`config.mk`:
```
export PLATFORM = sky130hd
export DESIGN_NAME = bin_compress
export DESIGN_NICKNAME = d
export VERILOG_FILES = /design/src/rtl/bin_compress_pkg.sv /design/src/rtl/bin_compress_lzc_log16.sv /design/src/rtl/bin_compress.sv
export SDC_FILE = /design/constraint.sdc
export NUM_CORES = 1
export LEC_CHECK = 0
export CAP_MARGIN = 10
export CELL_PAD_IN_SITES_DETAIL_PLACEMENT = 1
export CELL_PAD_IN_SITES_GLOBAL_PLACEMENT = 1
export CORE_UTILIZATION = 39
export CTS_CLUSTER_SIZE = 28
export DETAILED_ROUTE_END_ITERATION = 7
export PLACE_DENSITY = 0.84
export RECOVER_POWER = 25
export SLEW_MARGIN = 30
export SYNTH_ARGS = -nofsm -noshare
export SYNTH_HDL_FRONTEND = slang
export SYNTH_SLANG_ARGS = --single-unit
```
`constraint.sdc`:
```
create_clock -name clk -period 5.59 [get_ports clk]
set_input_delay 0.8385 -clock clk [delete_from_list [all_inputs] [get_ports clk]]
set_output_delay 0.8385 -clock clk [all_outputs]
set_load 0.005 [all_outputs]
```
`src/rtl/bin_compress_pkg.sv`:
```
// Shared log-scale widths, clear/run state encoding and saturating subtract for bin_compress.
// Latency: none (types and functions only).
// Backpressure: n/a.
package bin_compress_pkg;

    localparam int LOG_EXP_W = 4;
    localparam int LOG_MAN_W = 4;
    localparam int LOG_W     = LOG_EXP_W + LOG_MAN_W;

    typedef enum logic {
        ST_CLEAR,
        ST_RUN
    } state_t;

    function automatic logic [LOG_W-1:0] sat_sub(input logic [LOG_W-1:0] a,
                                                  input logic [LOG_W-1:0] b);
        return (a > b) ? (a - b) : '0;
    endfunction

endpackage

```
`src/rtl/bin_compress_lzc_log16.sv`:
```
// MSB detect plus 4-bit mantissa extract: log_val = {msb index, next 4 bits left-aligned}.
// Latency: combinational.
// Backpressure: n/a.
module lzc_log16
    import bin_compress_pkg::*;
(
    input  logic [15:0]      din,
    output logic [LOG_W-1:0] log_val,
    output logic             zero
);

    logic [LOG_EXP_W-1:0] p;
    logic [15:0]          norm;

    always_comb begin
        p = '0;
        for (int i = 0; i < 16; i++) begin
            if (din[i]) p = LOG_EXP_W'(i);
        end
        // Shift the MSB up to bit 15; the mantissa is whatever lands just below it,
        // which zero-pads naturally for small magnitudes.
        norm    = din << (4'd15 - p);
        zero    = (din == 16'd0);
        log_val = {p, norm[14 -: LOG_MAN_W]};
    end

endmodule

```
`src/rtl/bin_compress.sv`:
```
// Bin magnitude -> 8-bit log intensity with noise floor; peak-hold/decay when BIN_COMPRESS_PEAK_HOLD_EN is defined.
// Latency: fixed 3 cycles, one input per cycle.
// Backpressure: in_ready low during the post-reset hold-memory clear sweep; inputs offered then are dropped.
module bin_compress
    import bin_compress_pkg::*;
#(
    parameter int               FREQ_BINS   = 320,
    parameter int               ADDR_W      = 9,
    parameter int               IN_W        = 16,
    parameter logic [LOG_W-1:0] NOISE_FLOOR = 8'd32,
    parameter logic [LOG_W-1:0] DECAY       = 8'd2
) (
    input  logic              clk,
    input  logic              reset,
    input  logic              in_valid,
    output logic              in_ready,
    input  logic [ADDR_W-1:0] in_addr,
    input  logic [IN_W-1:0]   in_data,
    output logic              out_valid,
    output logic [ADDR_W-1:0] out_addr,
    output logic [LOG_W-1:0]  out_data
);

    localparam logic [ADDR_W-1:0] LAST_BIN = ADDR_W'(FREQ_BINS - 1);

    logic              accept;
    logic              s1_vld;
    logic [ADDR_W-1:0] s1_addr;
    logic [IN_W-1:0]   s1_dat;
    logic              s2_vld;
    logic [ADDR_W-1:0] s2_addr;
    logic [LOG_W-1:0]  s2_log;
    logic [LOG_W-1:0]  lzc_log;
    logic              lzc_zero;
    logic [LOG_W-1:0]  floor_log;
    logic [LOG_W-1:0]  h_val;
    logic [LOG_W-1:0]  d_val;
    logic [LOG_W-1:0]  r_val;
    logic              in_range;

    assign accept = in_valid && in_ready;

    lzc_log16 u_lzc (
        .din     (s1_dat),
        .log_val (lzc_log),
        .zero    (lzc_zero)
    );

    assign floor_log = lzc_zero ? '0 : sat_sub(lzc_log, NOISE_FLOOR);
    assign in_range  = (s2_addr <= LAST_BIN);
    assign d_val     = sat_sub(h_val, DECAY);
    // Out-of-range bins have no hold entry, so they pass the floored log straight through.
    assign r_val     = (in_range && (d_val > s2_log)) ? d_val : s2_log;

    always_ff @(posedge clk or posedge reset) begin
        if (reset) begin
            s1_vld    <= 1'b0;
            s1_addr   <= '0;
            s1_dat    <= '0;
            s2_vld    <= 1'b0;
            s2_addr   <= '0;
            s2_log    <= '0;
            out_valid <= 1'b0;
            out_addr  <= '0;
            out_data  <= '0;
        end else begin
            s1_vld    <= accept;
            s2_vld    <= s1_vld;
            out_valid <= s2_vld;
            if (accept) begin
                s1_addr <= in_addr;
                s1_dat  <= in_data;
            end
            if (s1_vld) begin
                s2_addr <= s1_addr;
                s2_log  <= floor_log;
            end
            if (s2_vld) begin
                out_addr <= s2_addr;
                out_data <= r_val;
            end
        end
    end

`ifdef BIN_COMPRESS_PEAK_HOLD_EN
    state_t            state;
    logic [ADDR_W-1:0] clr_cnt;
    logic [LOG_W-1:0]  hold_mem [FREQ_BINS];
    logic [LOG_W-1:0]  hold_rd;
    logic              hold_we;
    logic [ADDR_W-1:0] hold_wa;
    logic [LOG_W-1:0]  hold_wd;

    always_ff @(posedge clk or posedge reset) begin
        if (reset) begin
            state    <= ST_CLEAR;
            clr_cnt  <= '0;
            in_ready <= 1'b0;
        end else begin
            case (state)
                ST_CLEAR: begin
                    if (clr_cnt == LAST_BIN) begin
                        state    <= ST_RUN;
                        in_ready <= 1'b1;
                    end else begin
                        clr_cnt <= clr_cnt + 1'b1;
                    end
                end
                ST_RUN:  in_ready <= 1'b1;
                default: state    <= ST_CLEAR;
            endcase
        end
    end

    always_comb begin
        hold_we = (state == ST_CLEAR) || (s2_vld && in_range);
        hold_wa = (state == ST_CLEAR) ? clr_cnt : s2_addr;
        hold_wd = (state == ST_CLEAR) ? '0 : r_val;
    end

    // Array carries no reset; the clear sweep initialises it.
    always_ff @(posedge clk) begin
        if (hold_we) hold_mem[hold_wa] <= hold_wd;
        hold_rd <= hold_mem[s1_addr];
    end

    // The read for the entry now in S3 raced the write of the one just ahead of it;
    // anything older already landed in the array before the read.
    assign h_val = (out_valid && (out_addr == s2_addr)) ? out_data : hold_rd;
`else
    always_ff @(posedge clk or posedge reset) begin
        if (reset) in_ready <= 1'b0;
        else       in_ready <= 1'b1;
    end

    assign h_val = '0;
`endif

endmodule

```
==> flow_summary.toml, run 1 <==
[status]
outcome = "completed"

[place]
dpl.cell_count = 425
hpwl_um = 5580
place_congestion = 0.888
portBuffers = 46

[synth]
synth_area_um2 = 3100
synth_top_area_share_pct = 50.8
yosysSeqAreaShare_pct = 50.8
synth_seq_cells = 63
syn_avg_cell_area_um2 = 10.8
syn_nets = 316
synthArstFlopShare_pct = 100
synth_cells = 287
yosys-top-cells-area = "dfrtp_1, mux2_2, a21oi_1"
synth_edf_count = 0
synth_top_cell_by_area = "dfrtp_1"
yosysWarnings = 0
netlist-cell-type-count = 57
synth_ff_type = "dfrtp_1"

[grt]
grt_pass1_vias = 2542
grt_pass1_wl_um = 13300
grt_overflow = 0
antenna_found_initial = 0
grt_max_degree = 64
track_usage_pct = 21.0

[clock_tree]
numClockSinks = 63
insertion_delay_ns = 0.35
cts_hold_buf = 0
cts_resized = 0
cts_buffers = 9
cts_tree = "done"
cts_setup_buffers = 0
clockBufferDepth = 2
htreeDepth = 3
clockRootBuffer = "clkbuf_8"
clk_pin_slew_worst_paths_ns = 0.08

[floorplan]
coreArea_um2 = 7730
initial_core_util_pct = 40.2
rows = 32
die_w_um = 91.2
die_h_um = 91.2
io_pins = 47
dieArea_um2 = 8320

[critical_path]
cp-end-kind = "flop"
arrival_ns = 3.06
reg2reg_depth = 7
cp-start-kind = "flop"
critPathKind = "reg2reg"
crit_path_max_fanout = 11
crit_required_ns = 5.78

[sta]
max_clock_freq_mhz = 349
worstMarginPinSlew_ns = 0.838
tns_ns = 0
rsz0062_at_grt = "false"
finalSetupViolations = 0
slew_headroom_pct = 44.1
slew_violations = 0
fin_crit_ns = 2.87
finClkSkew_ns = 0.00883
whs_ns = 0.508
hold_viol = 0
final.period_utilization_pct = 51.3

[cells_and_area]
final_common_cell = "dfrtp_1"
mostFrequentLayoutCells = "dfrtp_1, clkdlybuf4s50_1, mux2_2, nand2_1"
antenna_cells = 0
fin_util_pct = 50.1
syn_to_final_growth_pct = 24.7
fin_nets = 363
drive_gt1_share_pct = 21.2
fin_cells = 441

[drt]
ant_nets = 0
drt_pre_antenna_iters = 5
wl_per_cell_um = 18.2
wirelength_um = 8040
viasPerCell = 5.44
drt-initial-drc-count = 133
drc = 0
vias = 2400

[power_and_ir_drop]
leakage_nw = 1.60
power.density_nw_per_um2 = 386
ir_drop_uv = 177

[worst_hold_path]
hold_class = "reg2reg"
hold_depth = 1

[run]
drv_cap = 0
-- layer usage --
| layer | up-vias | routed length (um) | global-route usage, % |
|---|---|---|---|
| met5 | - | 0 | 0 |
| met2 | 64 | 3820 | 32.7 |
| met4 | 0 | 165 | 8.33 |
| met1 | 1194 | 3770 | 28.3 |
| li1 | 1126 | - | - |
| met3 | 16 | 283 | 4.94 |
-- critical path: stages (launching register included) --
cell	delay (ns)
dfrtp_1	0.46
or2_4	0.29
o41a_1	0.56
a221oi_2	0.26
nand2b_1	0.10
a311o_1	0.41
a2111oi_2	0.48
o32ai_1	0.14
-- power breakdown --
group | internal, mW | switching (mW) | total [mW]
Sequential | 0.553 | 0.0860 | 0.639
Clock | 0.257 | 0.201 | 0.458
Combinational | 0.217 | 0.181 | 0.398
Total | 1.03 | 0.468 | 1.49
-- sequential cells by signal, indices dropped and copies added, names as in the netlist --
name,count
s2_vld,1
s1_vld,1
s1_dat,16
out_valid,1
out_data,8
s2_addr,9
s1_addr,9
s2_log,8
out_addr,9
in_ready,1
-- cell type report --
class | instances | area (um2)
clock buffers | 9 | 124
clock inverters | 7 | 105
fillers | 858 | 3850
inverters | 20 | 75.1
multi-input cells | 192 | 1390
flip-flops and latches | 63 | 1580
well taps | 102 | 128
repair buffers | 48 | 475
-- cell families after synthesis --
logic type / synth area share [%]
AOI/OAI and AO/OA: 16.0
and+or+nand+nor: 11.4
DFF: 50.8
muxes: 16.5
buffers and inverters: 4.47
adders and majority gates: 0.403
other: 0.121
xor gates and xnor gates: 0.282
-- path summary, 6_finish.rpt --
kind                               to  startpoint  slack, ns
min in group asynchronous  s2_addr[0]       reset       1.18
hold reg to reg            s1_addr[1]  s1_addr[1]       0.51
setup / recovery            s2_log[7]   s1_dat[9]       2.72
hold / removal             s1_addr[1]  s1_addr[1]       0.51
setup reg to reg            s2_log[7]   s1_dat[9]       2.72
max in group asynchronous  s1_dat[11]       reset       3.90
-- per-stage QoR --
stage	total power, mW	setup slack, ns	area, um2
final	1.49	2.72	3870
after global routing	1.57	2.55	3870
after CTS	1.50	2.74	3870
after detailed placement	1.04	2.80	3640
after global placement	1.02	2.90	3640
after floorplan	0.858	3.18	3100
-- cell usage after synthesis (4+ instances only) --
| library cell | n |
|---|---|
| a21oi_1 | 19 |
| clkbuf_1 | 4 |
| dfrtp_1 | 63 |
| inv_1 | 17 |
| mux2_2 | 42 |
| mux2i_1 | 4 |
| nand2_1 | 25 |
| nand2b_1 | 8 |
| nand3_1 | 4 |
| nor2_1 | 12 |
| nor3_1 | 4 |
| o21ai_0 | 19 |
| o21ai_1 | 4 |
| o22ai_1 | 4 |
Note: power is estimated with default switching activity, not from simulation.
==> run 2, diff against run 1 <==
Clock period 5.59 ns to 2.7 ns, I/O delays scaled along.
==> run 2 against run 1 <==
  * Clock power increased by 82%
  * Via count increased by 6.9%
  * Core utilization increased by 1.1 points
  * Non-clock buffer count increased by 13
  * Highest routed layer unchanged
  * Hold slack got worse by 0.0019 ns
  * Sequential share of layout area decreased by 0.82 points
==> flow_summary.toml, run 2 (same netlist as run 1, synthesis figures left out) <==
[floorplan]
initial_core_util_pct = 40.2
die_w_um = 91.2
dieArea_um2 = 8320
rows = 32
coreArea_um2 = 7730
die_h_um = 91.2
io_pins = 47

[clock_tree]
clockRootBuffer = "clkbuf_8"
clockBufferDepth = 2
cts_setup_buffers = 0
cts_tree = "done"
clk_pin_slew_worst_paths_ns = 0.08
numClockSinks = 63
insertion_delay_ns = 0.35
cts_hold_buf = 0
htreeDepth = 3
cts_buffers = 9

[cells_and_area]
largest_reg_flops = 16
mostFrequentLayoutCells = "dfrtp_1, clkdlybuf4s50_1, mux2_2, nand2_1, o21ai_0"
regMostFlops = "s1_dat"
syn_to_final_growth_pct = 27.5
nFillCells = 856
final_common_cell = "dfrtp_1"
fin_nets = 376
fin_cells = 454
drive_gt1_share_pct = 25.3
fin_util_pct = 51.2
antenna_cells = 0
final_area_um2 = 3960

[drt]
drt_pre_antenna_iters = 4
drt-initial-drc-count = 179
viasPerCell = 5.65
wirelength_um = 8760
wl_per_cell_um = 19.3
ant_nets = 0
drc = 0
vias = 2565

[sta]
slew_violations = 0
max_clock_freq_mhz = 383
timing.final.ws_setup_ns = 0.0922
worstMarginPinSlew_ns = 0.984
fin_crit_ns = 2.61
finClkSkew_ns = 0.0105
final.period_utilization_pct = 96.6
slew_headroom_pct = 34.4
tns_ns = 0
whs_ns = 0.506
hold_viol = 0
finalSetupViolations = 0

[critical_path]
cp-start-kind = "flop"
arrival_ns = 2.82
critPathKind = "reg2reg"
cp-end-kind = "flop"
crit_required_ns = 2.92
crit_path_max_fanout = 7

[run]
drv_cap = 0

[power_and_ir_drop]
power.density_nw_per_um2 = 773
ir_drop_uv = 445
clock_power_share_pct = 27.3
p_comb_share_pct = 29.4
swShare_pct = 32.7
intPower_mw = 2.06
pwr-share-seq_pct = 43.2
switchingPower_mw = 0.999
power_mw = 3.06
leakage_nw = 1.65

[grt]
grt_pass1_wl_um = 14300
grt_pass1_vias = 2694
grt_overflow = 0
track_usage_pct = 22.3
antenna_found_initial = 0
grt_max_degree = 41

[place]
dpl.cell_count = 438
pre_cts_slack_ns = 0.119
dpl-instance-area_um2 = 3750
place_congestion = 0.985
portBuffers = 46
hpwl_um = 6320

[worst_hold_path]
hold_class = "reg2reg"

[status]
outcome = "completed"
-- run 2: final timing paths --
check / slack (ns) / cells after the start / end / from
min: 0.51 / 1 / out_data[0] / s2_log[0]
max in group asynchronous: 0.52 / 3 / out_addr[6] / reset
min in group asynchronous: 0.69 / 2 / out_addr[0] / reset
max: 0.09 / 7 / s2_log[6] / s1_dat[8]
max reg2reg: 0.09 / 7 / s2_log[6] / s1_dat[8]
min reg2reg: 0.51 / 1 / out_data[0] / s2_log[0]
-- run 2: power groups by stage --
| stage | registers (mW) | logic (mW) | clock network (mW) |
|---|---|---|---|
| final | 1.32 | 0.900 | 0.835 |
| after CTS | 1.32 | 0.887 | 0.848 |
| after global placement | 1.31 | 0.842 | 0 |
| after floorplan | 1.27 | 0.506 | 0 |
| after detailed placement | 1.34 | 0.872 | 0 |
| after global routing | 1.35 | 0.966 | 0.884 |
-- run 2: layout make-up --
| class | instances | area [um2] | area share, % |
|---|---|---|---|
| flip-flops and latches | 63 | 1580 | 39.9 |
| multi-input cells | 192 | 1410 | 35.6 |
| repair buffers | 61 | 571 | 14.4 |
| well taps | 102 | 128 | 3.22 |
| clock buffers | 9 | 124 | 3.13 |
| inverters | 20 | 75.1 | 1.90 |
| clock inverters | 7 | 72.6 | 1.83 |
-- run 2: worst max-delay path, cell delays in order (launching register included) --
cell and delay, ns:
dfrtp_1 0.47, or2_4 0.32, o41a_1 0.43, a221oi_2 0.21, nand2b_1 0.10, a311o_1 0.43
a2111oi_4 0.39, o32ai_1 0.13
-- run 2: layer usage --
| metal | vias to the layer above | part of all wire [%] | routed length, um | global-route usage (%) |
|---|---|---|---|---|
| li1 | 1152 | - | - | - |
| met1 | 1317 | 44 | 3840 | 29.8 |
| met2 | 76 | 50 | 4410 | 36.8 |
| met3 | 20 | 3.6 | 312 | 3.60 |
| met4 | 0 | 2.2 | 194 | 7.80 |
| met5 | - | 0 | 0 | 0 |
-- run 2: timing repair --
item	in CTS	in global routing
gates resized for setup	0	5
endpoints found under the hold margin	0	0
setup endpoints to repair	0	2
